===== config.mk =====
export PLATFORM = sky130hd
export DESIGN_NAME = sparc_ctrl_fsm
export DESIGN_NICKNAME = d
export VERILOG_FILES = /design/src/rtl/sparc_ctrl_fsm.sv
export SDC_FILE = /design/constraint.sdc
export NUM_CORES = 1
export LEC_CHECK = 0
export CAP_MARGIN = 20
export CORE_MARGIN = 5
export CORE_UTILIZATION = 25
export DETAILED_ROUTE_END_ITERATION = 10
export MAX_ROUTING_LAYER = met4
export PLACE_DENSITY = 0.84
export SLEW_MARGIN = 20
export SYNTH_ARGS = -nofsm -noshare
export SYNTH_HDL_FRONTEND = slang
export SYNTH_SLANG_ARGS = --single-unit

===== constraint.sdc =====
create_clock -name Clk -period 1.6 [get_ports Clk]
set_input_delay 0.32 -clock Clk [delete_from_list [all_inputs] [get_ports Clk]]
set_output_delay 0.32 -clock Clk [all_outputs]
set_load 0.1 [all_outputs]

===== src/rtl/sparc_ctrl_fsm.sv =====
// Moore control FSM for DataPathV5: reset sequence, fetch, decode, ALU, nPC update, Bicc, trap.
// Optional FETCH1 MFC timeout to TRAP0 is built when CTRL_MFC_TIMEOUT_EN is defined.
module sparc_ctrl_fsm #(
  parameter int MFC_TIMEOUT = 16
) (
  input  logic        Clk,
  input  logic        Reset,
  input  logic [31:0] IR,
  input  logic        MFC,
  input  logic        cond_true,
  output logic        ClrAll,
  output logic        IRE,
  output logic        MDRE,
  output logic        MARE,
  output logic        PCE,
  output logic        nPCE,
  output logic        TBRE,
  output logic        PSRE,
  output logic        WIME,
  output logic        RFE,
  output logic        tQE,
  output logic        nPC_ADD,
  output logic        nPC_ADDSEL,
  output logic        MFA,
  output logic        MOP_SEL,
  output logic        ALUE,
  output logic        BAUX,
  output logic        RA_SEL,
  output logic        AOP_SEL,
  output logic        DISP_SEL,
  output logic [1:0]  nPC_SEL,
  output logic [1:0]  MAR_SEL,
  output logic [1:0]  MDR_SEL,
  output logic [1:0]  ALU_SEL,
  output logic [1:0]  CIN_SEL,
  output logic [1:0]  RC_SEL,
  output logic [4:0]  state
);

  typedef enum logic [4:0] {
    RST0   = 5'd0,
    RST1   = 5'd1,
    RST2   = 5'd2,
    FETCH0 = 5'd3,
    FETCH1 = 5'd4,
    FETCH2 = 5'd5,
    DECODE = 5'd6,
    ALU0   = 5'd7,
    ALU1   = 5'd8,
    NPC0   = 5'd9,
    NPC1   = 5'd10,
    BR0    = 5'd11,
    BRT    = 5'd12,
    TRAP0  = 5'd13,
    TRAP1  = 5'd14,
    TRAP2  = 5'd15
  } state_t;

  state_t state_q, state_d;
  logic   annul_q, annul_d;
  logic   timeout;

  // Opcode fields not needed for sequencing (cond and disp go straight to the datapath).
  logic unused_ir;
  assign unused_ir = ^{IR[28:25], IR[21:0]};

`ifdef CTRL_MFC_TIMEOUT_EN
  localparam logic [4:0] TIMEOUT_CNT = 5'(MFC_TIMEOUT);
  logic [4:0] wait_cnt_q;

  // Counter sits at zero outside FETCH1, so every FETCH1 entry starts a fresh count.
  always_ff @(posedge Clk) begin
    if (Reset || state_q != FETCH1) begin
      wait_cnt_q <= 5'd0;
    end else if (!MFC) begin
      wait_cnt_q <= wait_cnt_q + 5'd1;
    end
  end

  assign timeout = (state_q == FETCH1) && !MFC && (wait_cnt_q + 5'd1 == TIMEOUT_CNT);
`else
  logic unused_timeout;
  assign unused_timeout = ^MFC_TIMEOUT;
  assign timeout        = 1'b0;
`endif

  // NOTE: state registers use non-blocking assignments so every flop samples pre-edge values.
  always_ff @(posedge Clk) begin
    if (Reset) begin
      state_q <= RST0;
      annul_q <= 1'b0;
    end else begin
      state_q <= state_d;
      annul_q <= annul_d;
    end
  end

  // NOTE: defaults first so every path assigns every signal and no latch is inferred.
  always_comb begin
    state_d = RST0;
    annul_d = annul_q;
    unique case (state_q)
      RST0:   state_d = RST1;
      RST1:   state_d = RST2;
      RST2:   state_d = FETCH0;
      FETCH0: state_d = FETCH1;
      FETCH1: begin
        if (MFC)          state_d = FETCH2;
        else if (timeout) state_d = TRAP0;
        else              state_d = FETCH1;
      end
      FETCH2: state_d = DECODE;
      DECODE: begin
        if (IR[31:30] == 2'b10)                             state_d = ALU0;
        else if (IR[31:30] == 2'b00 && IR[24:22] == 3'b010) state_d = BR0;
        else                                                state_d = TRAP0;
      end
      ALU0:   state_d = ALU1;
      ALU1:   state_d = NPC0;
      NPC0:   state_d = NPC1;
      NPC1: begin
        // An annulled delay slot is skipped by advancing PC/nPC one extra time.
        if (annul_q) begin
          annul_d = 1'b0;
          state_d = NPC0;
        end else begin
          state_d = FETCH0;
        end
      end
      BR0: begin
        if (cond_true) begin
          state_d = BRT;
        end else begin
          state_d = NPC1;
          if (IR[29]) annul_d = 1'b1;
        end
      end
      BRT:    state_d = FETCH0;
      TRAP0:  state_d = TRAP1;
      TRAP1:  state_d = TRAP2;
      TRAP2:  state_d = NPC0;
      default: state_d = RST0;
    endcase
  end

  always_comb begin
    ClrAll     = 1'b1;
    IRE        = 1'b1;
    MDRE       = 1'b1;
    MARE       = 1'b1;
    PCE        = 1'b1;
    nPCE       = 1'b1;
    TBRE       = 1'b1;
    PSRE       = 1'b1;
    WIME       = 1'b1;
    RFE        = 1'b1;
    tQE        = 1'b1;
    nPC_ADD    = 1'b0;
    nPC_ADDSEL = 1'b0;
    MFA        = 1'b0;
    MOP_SEL    = 1'b0;
    ALUE       = 1'b0;
    BAUX       = 1'b0;
    RA_SEL     = 1'b0;
    AOP_SEL    = 1'b0;
    DISP_SEL   = 1'b0;
    nPC_SEL    = 2'd0;
    MAR_SEL    = 2'd0;
    MDR_SEL    = 2'd0;
    ALU_SEL    = 2'd0;
    CIN_SEL    = 2'd0;
    RC_SEL     = 2'd0;
    case (state_q)
      RST0:   ClrAll = 1'b0;
      RST1:   begin TBRE = 1'b0; PSRE = 1'b0; WIME = 1'b0; end
      RST2:   begin nPCE = 1'b0; nPC_ADD = 1'b1; end
      FETCH0: begin MAR_SEL = 2'd1; MARE = 1'b0; end
      FETCH1: begin MOP_SEL = 1'b1; MDR_SEL = 2'd0; MFA = 1'b1; MDRE = 1'b0; end
      FETCH2: IRE = 1'b0;
      ALU0:   begin CIN_SEL = 2'd2; ALUE = 1'b1; end
      ALU1:   begin CIN_SEL = 2'd2; RFE = 1'b0; end
      NPC0:   PCE = 1'b0;
      NPC1:   begin nPCE = 1'b0; nPC_ADD = 1'b1; end
      BR0:    PCE = 1'b0;
      BRT:    begin nPC_SEL = 2'd2; DISP_SEL = 1'b0; BAUX = 1'b1; nPCE = 1'b0; end
      TRAP0:  tQE = 1'b0;
      TRAP1:  begin PSRE = 1'b0; RC_SEL = 2'd2; RFE = 1'b0; end
      TRAP2:  begin TBRE = 1'b0; nPC_SEL = 2'd1; nPCE = 1'b0; end
      default: ;
    endcase
  end

  assign state = state_q;

endmodule


* Word level (Yosys, flattened, before mapping)
Index checks and enable logic that the tools add are counted.
** Storage, ports and cells
- Bits in registers :: 6
- Input bits :: 36
- Output and inout port bits :: 37
- Logic and storage cells :: 63
** Cells by class
- Eq/ne operators :: 19
- Mux-type cells :: 28
- Reduce and logical (&&, ||, !) cells :: 14
** Operators with widths (count)
- $pmux 4 s14 :: 1
- $eq 5x4->1 const B :: 8
- $eq 5x3->1 const B :: 4
- $mux 1 :: 19
- $reduce_or 2->1 :: 8
- $eq 5x2->1 const B :: 2
- $mux 4 :: 2
- $mux 3 :: 2
- $eq 5x1->1 const B :: 1
- $logic_not 5->1 :: 1
- $mux 2 :: 2
- $ne 2x2->1 const B :: 2
- $pmux 2 s2 :: 1
- $reduce_or 4->1 :: 1
- $eq 3x2->1 const B :: 1
- $reduce_and 3->1 :: 1
- $eq 2x2->1 const B :: 1
- $logic_not 2->1 :: 1
- $pmux 1 s2 :: 1
- $reduce_bool 2->1 :: 1
- $logic_and 1x1->1 :: 1

* Logic depth before layout (Yosys ltp)
Gate-level depths: netlist (run 1).
- Word-level depth :: 5
- Mapped depth :: 5
- Depth with buffers taken out :: 4

* Worst setup path after synthesis (run 1)
OpenSTA, ideal clock, no wires.
- Path kind :: flip-flop to output port
- From :: reg state_q[3], in the netlist state[3]
- To :: out nPC_SEL[1]
- Data arrival time :: 4.097 ns
- Data required time :: 1.280 ns
- Setup slack :: -2.817 ns
- Stages on the path, launching flop included :: 5
- Path buffers :: 2
- Cell sequence :: dfxtp_1 buf_2 nand2_1 nor3_1 buf_4
** On the way
- Word-level cells in the longest chain between the ends :: 2
- Elaborated cells between the ends (all ways) :: 3
- Those cells by class :: eq/ne (2); mux (1)
** Ends and longest elaborated chain
- start, declared :: line 59 : state_t state_q, state_d;
- start signal, assigned :: line 93 : state_q <= state_d;
- $eq 5x4->1 :: line 173 : case (state_q)
- $pmux 2 s2 * :: line 173
- end, declared :: line 31 : output logic [1:0] nPC_SEL,
Every way passes the cells marked *; elsewhere a longest branch is shown, timed or not.

* Final worst setup path (run 1)
- From :: reg state_q[3], in the netlist state[3]
- To :: out MFA
** On the way
- Word-level cells in the longest chain between the ends :: 2
** Ends and longest elaborated chain
- $eq 5x3->1 :: line 173
- $mux 1 :: line 173
- end, declared :: line 24 : output logic MFA,
No other way between the ends.

==> load_flow_metrics.sql, run 1 <==
INSERT INTO impl_metrics (metric_group, metric, value, unit) VALUES
('final_layout', 'num-nets-final', '174', ''),
('worst_setup_path', 'worstPathArrival', '1.43', 'ns'),
('outcome', 'outcome', 'finished, violations left', ''),
('floorplanning', 'die_y', '58.1', 'um'),
('worst_setup_path', 'cp_data_required_time', '1.28', 'ns'),
('drt', 'drt_iter0_markers', '16', ''),
('clock_network', 'cts-htree-levels', '1', ''),
('placement', 'dp.final_hpwl', '1840', 'um'),
('logic_synthesis', 'netlist_instances', '88', ''),
('drt', 'route.detailed.vias_per_inst', '4.69', ''),
('placement', 'post-place-cells', '155', ''),
('global_route', 'globalRoute.totalOverflow', '0', ''),
('timing', 'setup_violations', '12', ''),
('timing', 'rsz0062_at_grt', 'yes', ''),
('drt', 'routed_wl', '2520', 'um'),
('clock_network', 'clock-root-buffer', 'sky130_fd_sc_hd__clkbuf_4', ''),
('clock_network', 'clk_pin_slew_worst_paths', '0.04', 'ns'),
('final_layout', 'final_cell_count_no_fill', '165', ''),
('worst_setup_path', 'critical_path.max_stage_delay', '0.40', 'ns'),
('drt', 'detail_route.wl_per_cell', '15.3', 'um'),
('floorplanning', 'chipWidth', '58.1', 'um'),
('logic_synthesis', 'post_synth.cell_area_avg', '6.58', 'um2'),
('timing', 'fin_setup_tns', '-1.05', 'ns'),
('worst_setup_path', 'critPathTopFamily', 'simple AND/OR/NAND/NOR gates', ''),
('logic_synthesis', 'post_synth_most_frequent_cells', 'sky130_fd_sc_hd__buf_4 (15), sky130_fd_sc_hd__nor2_1 (11), sky130_fd_sc_hd__nand2_1 (8)', ''),
('pwr', 'pwr_density_cell', '1110', 'mW/mm2'),
('clock_network', 'post_cts_hold_buffer_count', '0', ''),
('clock_network', 'tritoncts', 'built', ''),
('timing', 'final_max_slew_viol_count', '0', ''),
('clock_network', 'numCtsBuffers', '3', ''),
('logic_synthesis', 'synth-adder-area-share', '0', ''),
('floorplanning', 'dieArea', '0.00338', 'mm2'),
('hold_path', 'hold_path_class', 'flop to flop', ''),
('logic_synthesis', 'synth_sequential_area_ratio', '0.173', ''),
('logic_synthesis', 'synth.cell_area', '579', 'um2'),
('timing', 'worst_slack', '-0.153', 'ns'),
('logic_synthesis', 'synthesized_area_fraction_occupied_by_ao_oa_aoi_and_oai_cells', '0.227', ''),
('outcome', 'failed_checks', 'setup timing', ''),
('drt', 'detail_route.first_pass.iterations', '4', ''),
('timing', 'fmax_achieved', '0.571', 'GHz'),
('worst_setup_path', 'number_of_cell_instances_on_the_worst_register_to_register_path', '6', ''),
('logic_synthesis', 'ys.warnings.count', '0', ''),
('clock_network', 'worstSkewPairLatency', '0.24', 'ns'),
('worst_setup_path', 'cp-start-kind', 'flop', ''),
('drt', 'post-route-drc-count', '0', ''),
('drt', 'total_via_count_in_the_routed_design', '774', ''),
('hold_path', 'holdPathStages', '2', ''),
('placement', 'placer_congestion_estimate', '0.896', ''),
('final_layout', 'postLayoutCoreUtil', '0.683', ''),
('global_route', 'antenna_violations_before_repair', '0', ''),
('pwr', 'ir_drop', '0.000695', 'V'),
('worst_setup_path', 'cp_num_buf_inv', '2', ''),
('logic_synthesis', 'synth_ff_type', 'sky130_fd_sc_hd__dfxtp_1', ''),
('logic_synthesis', 'synth.area.top_cells', 'sky130_fd_sc_hd__buf_4 (19%), sky130_fd_sc_hd__dfxtp_1 (17%), sky130_fd_sc_hd__nor2_1 (7.1%)', ''),
('logic_synthesis', 'synth.most_common_cell', 'sky130_fd_sc_hd__buf_4', ''),
('placement', 'dpl-instance-area', '0.00134', 'mm2'),
('clock_network', 'cts.path.max_buffers', '2', ''),
('pwr', 'fin_total_pwr', '1.67', 'mW'),
('worst_setup_path', 'crit_path_end_kind', 'output port', ''),
('floorplanning', 'core_region_area', '0.00221', 'mm2'),
('final_layout', 'post_route_cells_drive_above_1_share', '0.577', ''),
('timing', 'finalClockSkew', '0.00120', 'ns'),
('worst_setup_path', 'critPathSlowestCell', 'sky130_fd_sc_hd__or3_4', ''),
('final_layout', 'filler_cell_count', '150', ''),
('final_layout', 'area_growth', '161', '%'),
('global_route', 'grt_start_max_net_pins', '17', ''),
('timing', 'timing.final.hold_violations', '0', ''),
('floorplanning', 'boundaryPins', '73', ''),
('logic_synthesis', 'yosys.area.top_type', 'sky130_fd_sc_hd__buf_4', ''),
('global_route', 'vias_in_the_first_global_route', '814', ''),
('logic_synthesis', 'post_synth_xor_area_fraction', '0', '');
## power breakdown
part / total (mW) / leakage [nW] / switching [mW] / internal [mW]
logic: 1.34 / 0.548 / 0.868 / 0.477
registers: 0.183 / 0.0436 / 0.0392 / 0.143
clock network: 0.143 / 0.0150 / 0.0486 / 0.0941
## cell usage in the layout (no fill, tap or decap), types with 4 or more instances in the layout
| cell type | Yosys | layout |
|---|---|---|
| sky130_fd_sc_hd__buf_12 | 0 | 26 |
| sky130_fd_sc_hd__clkdlybuf4s50_1 | 0 | 9 |
| sky130_fd_sc_hd__conb_1 | 1 | 12 |
| sky130_fd_sc_hd__dfxtp_4 | 0 | 4 |
| sky130_fd_sc_hd__nor2_4 | 0 | 4 |
| sky130_fd_sc_hd__inv_1 | 7 | 5 |
| sky130_fd_sc_hd__nor2b_4 | 1 | 4 |
| sky130_fd_sc_hd__a21oi_1 | 5 | 4 |
| sky130_fd_sc_hd__nand2_2 | 0 | 4 |
| sky130_fd_sc_hd__buf_4 | 15 | 11 |
| sky130_fd_sc_hd__nor2_1 | 11 | 4 |
| sky130_fd_sc_hd__buf_6 | 0 | 5 |
## registers in the layout, summed over array words and instances, names as in the netlist
signal,count
state,4
annul_q,1
## worst paths after layout
kind / endpoint / slack, ns / from
worst min-delay path: annul_q$_SDFFE_PP0P_ / 0.62 / annul_q$_SDFFE_PP0P_
worst min register to register: annul_q$_SDFFE_PP0P_ / 0.62 / annul_q$_SDFFE_PP0P_
worst max-delay path: MFA / -0.15 / state[3]$_SDFF_PP0_
worst max register to register: state[3]$_SDFF_PP0_ / 0.23 / state[2]$_SDFF_PP0_
## worst reg2reg max path, stage by stage (launching register included)
cell,delay [ns]
sky130_fd_sc_hd__dfxtp_4,0.38
sky130_fd_sc_hd__nor2b_4,0.14
sky130_fd_sc_hd__buf_4,0.12
sky130_fd_sc_hd__buf_4,0.13
sky130_fd_sc_hd__a21oi_1,0.12
sky130_fd_sc_hd__o21ai_0,0.10
sky130_fd_sc_hd__a211oi_1,0.27
## cells by family (layout without fill, tap and decap cells)
| family | Yosys count | count (layout) |
|---|---|---|
| AND/OR/NAND/NOR | 37 | 37 |
| buffers and inverters | 25 | 63 |
| AO/OA/AOI/OAI | 20 | 20 |
| flip-flops | 5 | 5 |
| other | 1 | 12 |
## cell type report
cell class / instances / area, um2 / share of cell area
tap: 28 / 35.0 / 0.0232
clock buffer: 4 / 26.3 / 0.0174
sequential: 5 / 115 / 0.0762
timing repair buffer: 52 / 774 / 0.513
multi-input combinational: 69 / 526 / 0.348
inverter: 7 / 33.8 / 0.0224
## timing repair
action / CTS / global route
setup endpoints to repair: 18 / 19
buffers inserted: 5 / 1
cloned: 0 / 0
pin swaps: 4 / 3
resized for setup: 13 / 8
## routing by layer
| metal | track usage | part of all wire | up-vias |
|---|---|---|---|
| met5 | - | 0 | - |
| met4 | 0.0397 | 0.0071 | 0 |
| met3 | 0.0312 | 0.086 | 2 |
| met2 | 0.282 | 0.55 | 43 |
| met1 | 0.142 | 0.36 | 357 |
| li1 | - | - | 372 |
Note: power is estimated with default switching activity, not from simulation.
==> run 2, diff against run 1 <==
- SKIP_CTS_REPAIR_TIMING: unset -> 1
==> load_flow_metrics.sql, run 2 (same netlist as run 1, synthesis figures left out) <==
INSERT INTO impl_metrics (metric_group, metric, value, unit) VALUES
('worst_setup_path', 'crit_path_end_kind', 'output port', ''),
('timing', 'rsz0062_at_grt', 'yes', ''),
('worst_setup_path', 'cp_data_required_time', '1.28', 'ns'),
('worst_setup_path', 'critical_path_maximum_fanout', '6', ''),
('final_layout', 'final_cell_count_no_fill', '162', ''),
('worst_setup_path', 'cp-start-kind', 'flop', ''),
('timing', 'fin_setup_tns', '-1.10', 'ns'),
('pwr', 'pwr_density_cell', '1110', 'mW/mm2'),
('pwr', 'fin_total_pwr', '1.60', 'mW'),
('floorplanning', 'die_y', '58.1', 'um'),
('clock_network', 'clk_pin_slew_worst_paths', '0.04', 'ns'),
('placement', 'placer_congestion_estimate', '0.896', ''),
('timing', 'setup_violations', '15', ''),
('pwr', 'ir_drop', '0.000684', 'V'),
('drt', 'post-route-drc-count', '0', ''),
('clock_network', 'clock_sinks', '5', ''),
('timing', 'worst_slack', '-0.154', 'ns'),
('clock_network', 'cts.path.max_buffers', '2', ''),
('floorplanning', 'std_cell_rows', '17', ''),
('clock_network', 'numCtsBuffers', '3', ''),
('final_layout', 'multi_input_area', '493', 'um2'),
('final_layout', 'area_growth', '148', '%'),
('final_layout', 'largest_register_ffs', '4', ''),
('timing', 'timing.final.hold_violations', '0', ''),
('final_layout', 'final-seq-area', '115', 'um2'),
('final_layout', 'num_antenna_cells', '0', ''),
('final_layout', 'layout.cells.most_common', 'sky130_fd_sc_hd__buf_12', ''),
('clock_network', 'worstSkewPairLatency', '0.24', 'ns'),
('global_route', 'gr-usage-all-layers', '0.129', ''),
('worst_setup_path', 'path_class', 'flop to output port', ''),
('global_route', 'globalRoute.totalOverflow', '0', ''),
('hold_path', 'hold_start', 'annul_q$_SDFFE_PP0P_', ''),
('worst_setup_path', 'setup.worst_path.start', 'state[2]$_SDFF_PP0_', ''),
('global_route', 'wire_length_of_the_first_global_routing_pass', '3380', 'um'),
('floorplanning', 'dieArea', '0.00338', 'mm2'),
('timing', 'timing.final.crit_period', '1.75', 'ns'),
('floorplanning', 'chipWidth', '58.1', 'um'),
('outcome', 'failed_checks', 'setup timing', ''),
('timing', 'final_max_slew_viol_count', '0', ''),
('job', 'cap_violations', '0', ''),
('worst_setup_path', 'crit-reg2reg-launch', 'state[2]$_SDFF_PP0_', ''),
('global_route', 'vias_in_the_first_global_route', '767', ''),
('final_layout', 'num-nets-final', '171', ''),
('placement', 'dp.final_hpwl', '1840', 'um'),
('drt', 'total_via_count_in_the_routed_design', '766', ''),
('timing', 'layout_worst_path_cycle_share', '1.10', ''),
('drt', 'detail_route.first_pass.iterations', '4', ''),
('timing', 'fmax_achieved', '0.570', 'GHz'),
('hold_path', 'hold_path_class', 'flop to flop', ''),
('final_layout', 'most-common-layout-cells', 'sky130_fd_sc_hd__buf_12 (26), sky130_fd_sc_hd__conb_1 (12), sky130_fd_sc_hd__clkdlybuf4s50_1 (9), sky130_fd_sc_hd__buf_4 (9)', ''),
('placement', 'post-place-cells', '155', ''),
('pwr', 'p_leak', '0.578', 'nW'),
('placement', 'numPortBuffers', '34', ''),
('drt', 'routed_wl', '2360', 'um'),
('final_layout', 'post_route_cells_drive_above_1_share', '0.530', ''),
('global_route', 'antenna_violations_before_repair', '0', ''),
('drt', 'detail_route.wl_per_cell', '14.6', 'um'),
('drt', 'final_antenna_net_count', '0', ''),
('timing', 'finalClockSkew', '0.00254', 'ns'),
('clock_network', 'cts-htree-levels', '1', ''),
('floorplanning', 'start_util', '0.262', ''),
('global_route', 'grt_start_max_net_pins', '17', ''),
('final_layout', 'filler_cell_count', '170', ''),
('clock_network', 'clock-root-buffer', 'sky130_fd_sc_hd__clkbuf_4', ''),
('drt', 'drt_iter0_markers', '16', ''),
('outcome', 'outcome', 'finished, violations left', ''),
('floorplanning', 'boundaryPins', '73', ''),
('worst_setup_path', 'worstPathArrival', '1.43', 'ns'),
('drt', 'route.detailed.vias_per_inst', '4.73', ''),
('floorplanning', 'core_region_area', '0.00221', 'mm2'),
('clock_network', 'tritoncts', 'built', '');
-- run 2: through the flow --
step	worst slack [ns]	hold WS [ns]	instance area (um2)	utilization
after CTS	-0.199	0.617	1370	0.618
after detailed placement	-0.0391	0.609	1340	0.606
final	-0.154	0.611	1440	0.650
after global placement	0.0135	0.575	1340	0.606
after global routing	-0.194	0.650	1440	0.650
after floorplan	-0.964	0.380	763	-
-- run 2: final timing paths --
path	depth (start not counted)	endpoint	slack, ns
setup / recovery	3	RFE	-0.15
hold / removal	2	annul_q$_SDFFE_PP0P_	0.61
setup reg to reg	6	state[3]$_SDFF_PP0_	0.25
hold reg to reg	2	annul_q$_SDFFE_PP0P_	0.61
-- run 2: layout make-up --
cell class,instances,area share
multi-input cells,69,0.343
flip-flops and latches,5,0.0801
well taps,28,0.0244
inverters,7,0.0235
clock buffers,4,0.0183
repair buffers,49,0.511
-- run 2: worst max-delay path, cell delays in order, from the launching register on --
cell and delay (ns):
sky130_fd_sc_hd__dfxtp_4 0.36, sky130_fd_sc_hd__nor2b_4 0.13, sky130_fd_sc_hd__or4b_4 0.52, sky130_fd_sc_hd__buf_12 0.18
-- run 2: per-layer routing --
layer  track usage  vias to the layer above  share of wire
li1              -                      368              -
met1         0.131                      364           0.38
met2         0.242                       34           0.55
met3        0.0290                        0          0.070
met4        0.0430                        0              0
met5             -                        -              0
-- run 2: power breakdown --
| part | leakage [nW] | internal [mW] | switching (mW) | total (mW) |
|---|---|---|---|---|
| Sequential | 0.0436 | 0.143 | 0.0411 | 0.184 |
| Clock | 0.0150 | 0.0940 | 0.0468 | 0.141 |
| Combinational | 0.519 | 0.429 | 0.844 | 1.27 |
==> edit, RTL diff (config.mk and constraints of run 1) <==
Register the output `MFA`, without a reset; this adds one clock of latency there. The other outputs are not delayed to match.
--- a/src/rtl/sparc_ctrl_fsm.sv
+++ b/src/rtl/sparc_ctrl_fsm.sv
@@ -58,2 +58,4 @@
 
+  logic MFA_d;
+
   state_t state_q, state_d;
@@ -159,3 +161,3 @@
     nPC_ADDSEL = 1'b0;
-    MFA        = 1'b0;
+    MFA_d      = 1'b0;
     MOP_SEL    = 1'b0;
@@ -177,3 +179,3 @@
       FETCH0: begin MAR_SEL = 2'd1; MARE = 1'b0; end
-      FETCH1: begin MOP_SEL = 1'b1; MDR_SEL = 2'd0; MFA = 1'b1; MDRE = 1'b0; end
+      FETCH1: begin MOP_SEL = 1'b1; MDR_SEL = 2'd0; MFA_d = 1'b1; MDRE = 1'b0; end
       FETCH2: IRE = 1'b0;
@@ -194,2 +196,6 @@
 
+  always_ff @(posedge Clk) begin
+    MFA <= MFA_d;
+  end
+
 endmodule
Behaviour: not the same (Yosys sat finds a counterexample within 10 cycles, from zero or initial values and one cycle with Reset high).
==> edit against run 1 <==
The flow still finishes with violations (negative setup slack). Routed wire length grew 15%. Synthesized area grew 6.7%. Die area grew 5.5%. Critical path type unchanged. Total power shrank 15%. Final area grew 12%. Sequential cell count grew 1. Setup slack gained 0.025 ns. Clock skew grew 0.0035 ns. Largest cell class unchanged. Worst hold slack lost 0.054 ns. First-iteration DRC count grew 120%. Critical path depth is the same. Final cell count grew 7.9%.
==> edit: results (changes against run 1) <==
- The flow ran to the end, but the final reports show violations.
- The checks that failed: negative setup slack.
- The detailed route wirelength on metal2 is 1.59 mm (+15%).
- The met1 wire length is 1.02 mm (+13%).
- The hold-critical path depth was 1 (-1).
- The placement-stage worst setup slack is -0.225 ns (-0.186 ns).
- The mean routed wirelength per cell is 16.2 um (+6.2%).
- The worst min-delay path endpoint is state[0].
- In this run the critical register-to-register path is launched from state[0].
- The detailed placement HPWL came to 1.79 mm (-2.6%).
- The largest net degree at the start of global routing was 12 (-5).
- The number of instances in the placed design is 157 (+1.3%).
- The detailed-routed wire length on met3 is 192 um (-11%).
- The final worst-path setup slack is -0.128 ns (+0.0249 ns).
- The initial DRC count is 35 (+19).
- The start point of the critical path is state[2].
- The portion of total power attributed to the clock network is 10.3% (+1.8 points).
- The data arrival time at the worst-slack endpoint is 1.41 ns (-0.02 ns).
- The number of cells on the worst reg-to-reg path is 5 (-1).
- The ratio of cells with drive above 1 in the final layout came to 64.9% (+7.2 points).
- The reg-to-reg setup timing slack is 0.07 ns (-0.16 ns).
- The synthesized area divided by synthesized cell count is 6.87 um2 (+4.3%).
- The critical path's slowest cell is dfxtp_4.
- The overall track demand over capacity in global routing is 16.9% (+2.4 points).
- The number of global-route vias before repair is 895 (+10%).
- The sum of negative setup slack is -0.963 ns (+0.0837 ns).
- The proportion of synthesized chip area in sequential cells was 19.4% (+2.2 points).
- In this run the worst setup path terminates at RFE.
- The standard cell area after detailed placement is 0.00142 mm2 (+6.2%).
- The final-layout worst hold slack is 0.566 ns (-0.0535 ns).
- The end of the worst register-to-register path is state[2].
- Ranked by total cell area, the synthesized netlist is headed by dfxtp_1, buf_4, nor2_1, nand2_1, nor2b_1.
- The global routing usage on met2 came to 30.4% (+2.2 points).
- After synthesis, the most frequently instantiated cells are buf_4, nor2_1, nand2_1.
- The synthesized-area fraction occupied by ao, oa, aoi and oai cells is 19.8% (-2.8 points).
- The worst IR drop on VDD is 0.759 mV (+9.2%).
- The number of I/O port buffers came to 34 (unchanged).
- The maximum fanout encountered on the critical timing path is 8 (+6).
- The count of cell types in the netlist is 30 (+15%).
- The via-per-instance ratio is 4.89 (+4.2%).
- The number of setup violations in the final report came to 15 (+3).
- The total of fill cells in the finished design was 146 (-2.7%).
- The switching fraction of total power is 54.9% (-2.3 points).
- In this run the most critical hold path is launched from state[0].
- The largest clock skew in the final design came to 0.00470 ns (+0.00349 ns).
- The met3 layer usage reported by global route is 2.59% (-0.53 points).
- The share of total power in sequential cells was 14.1% (+3.2 points).
- The routability congestion estimate is 0.861 (-3.9%).
-- edit: cell types whose count changed after synthesis, moves of 2 or more --
| cell | run 1 | this run |
|---|---|---|
| a21oi_1 | 5 | 2 |
| buf_6 | 0 | 2 |
| nor3b_1 | 2 | 0 |
| or3_1 | 1 | 3 |
| inv_2 | 0 | 2 |
| inv_1 | 7 | 4 |
-- edit: area by class of cell --
type                            count  area (um2)  area share [%]
Multi-Input combinational cell     70         604            35.7
Tap cell                           30        37.5            2.22
Clock buffer                        3        22.5            1.33
Inverter                            6        30.0            1.77
Sequential cell                     6         135            7.98
Timing Repair Buffer               63         863            51.0
-- edit: critical path, delay by kind of cell (launching register included) --
kind                   cells  cell delay (ns)
buffers and inverters      1             0.17
DFF                        1             0.39
and+or+nand+nor            3             0.58
-- edit: timing repair --
item	CTS	global route
setup endpoints to repair	17	21
resized for setup	9	13
hold buffers	0	0
pin swaps	4	6
setup buffers	14	4
gates cloned	0	0
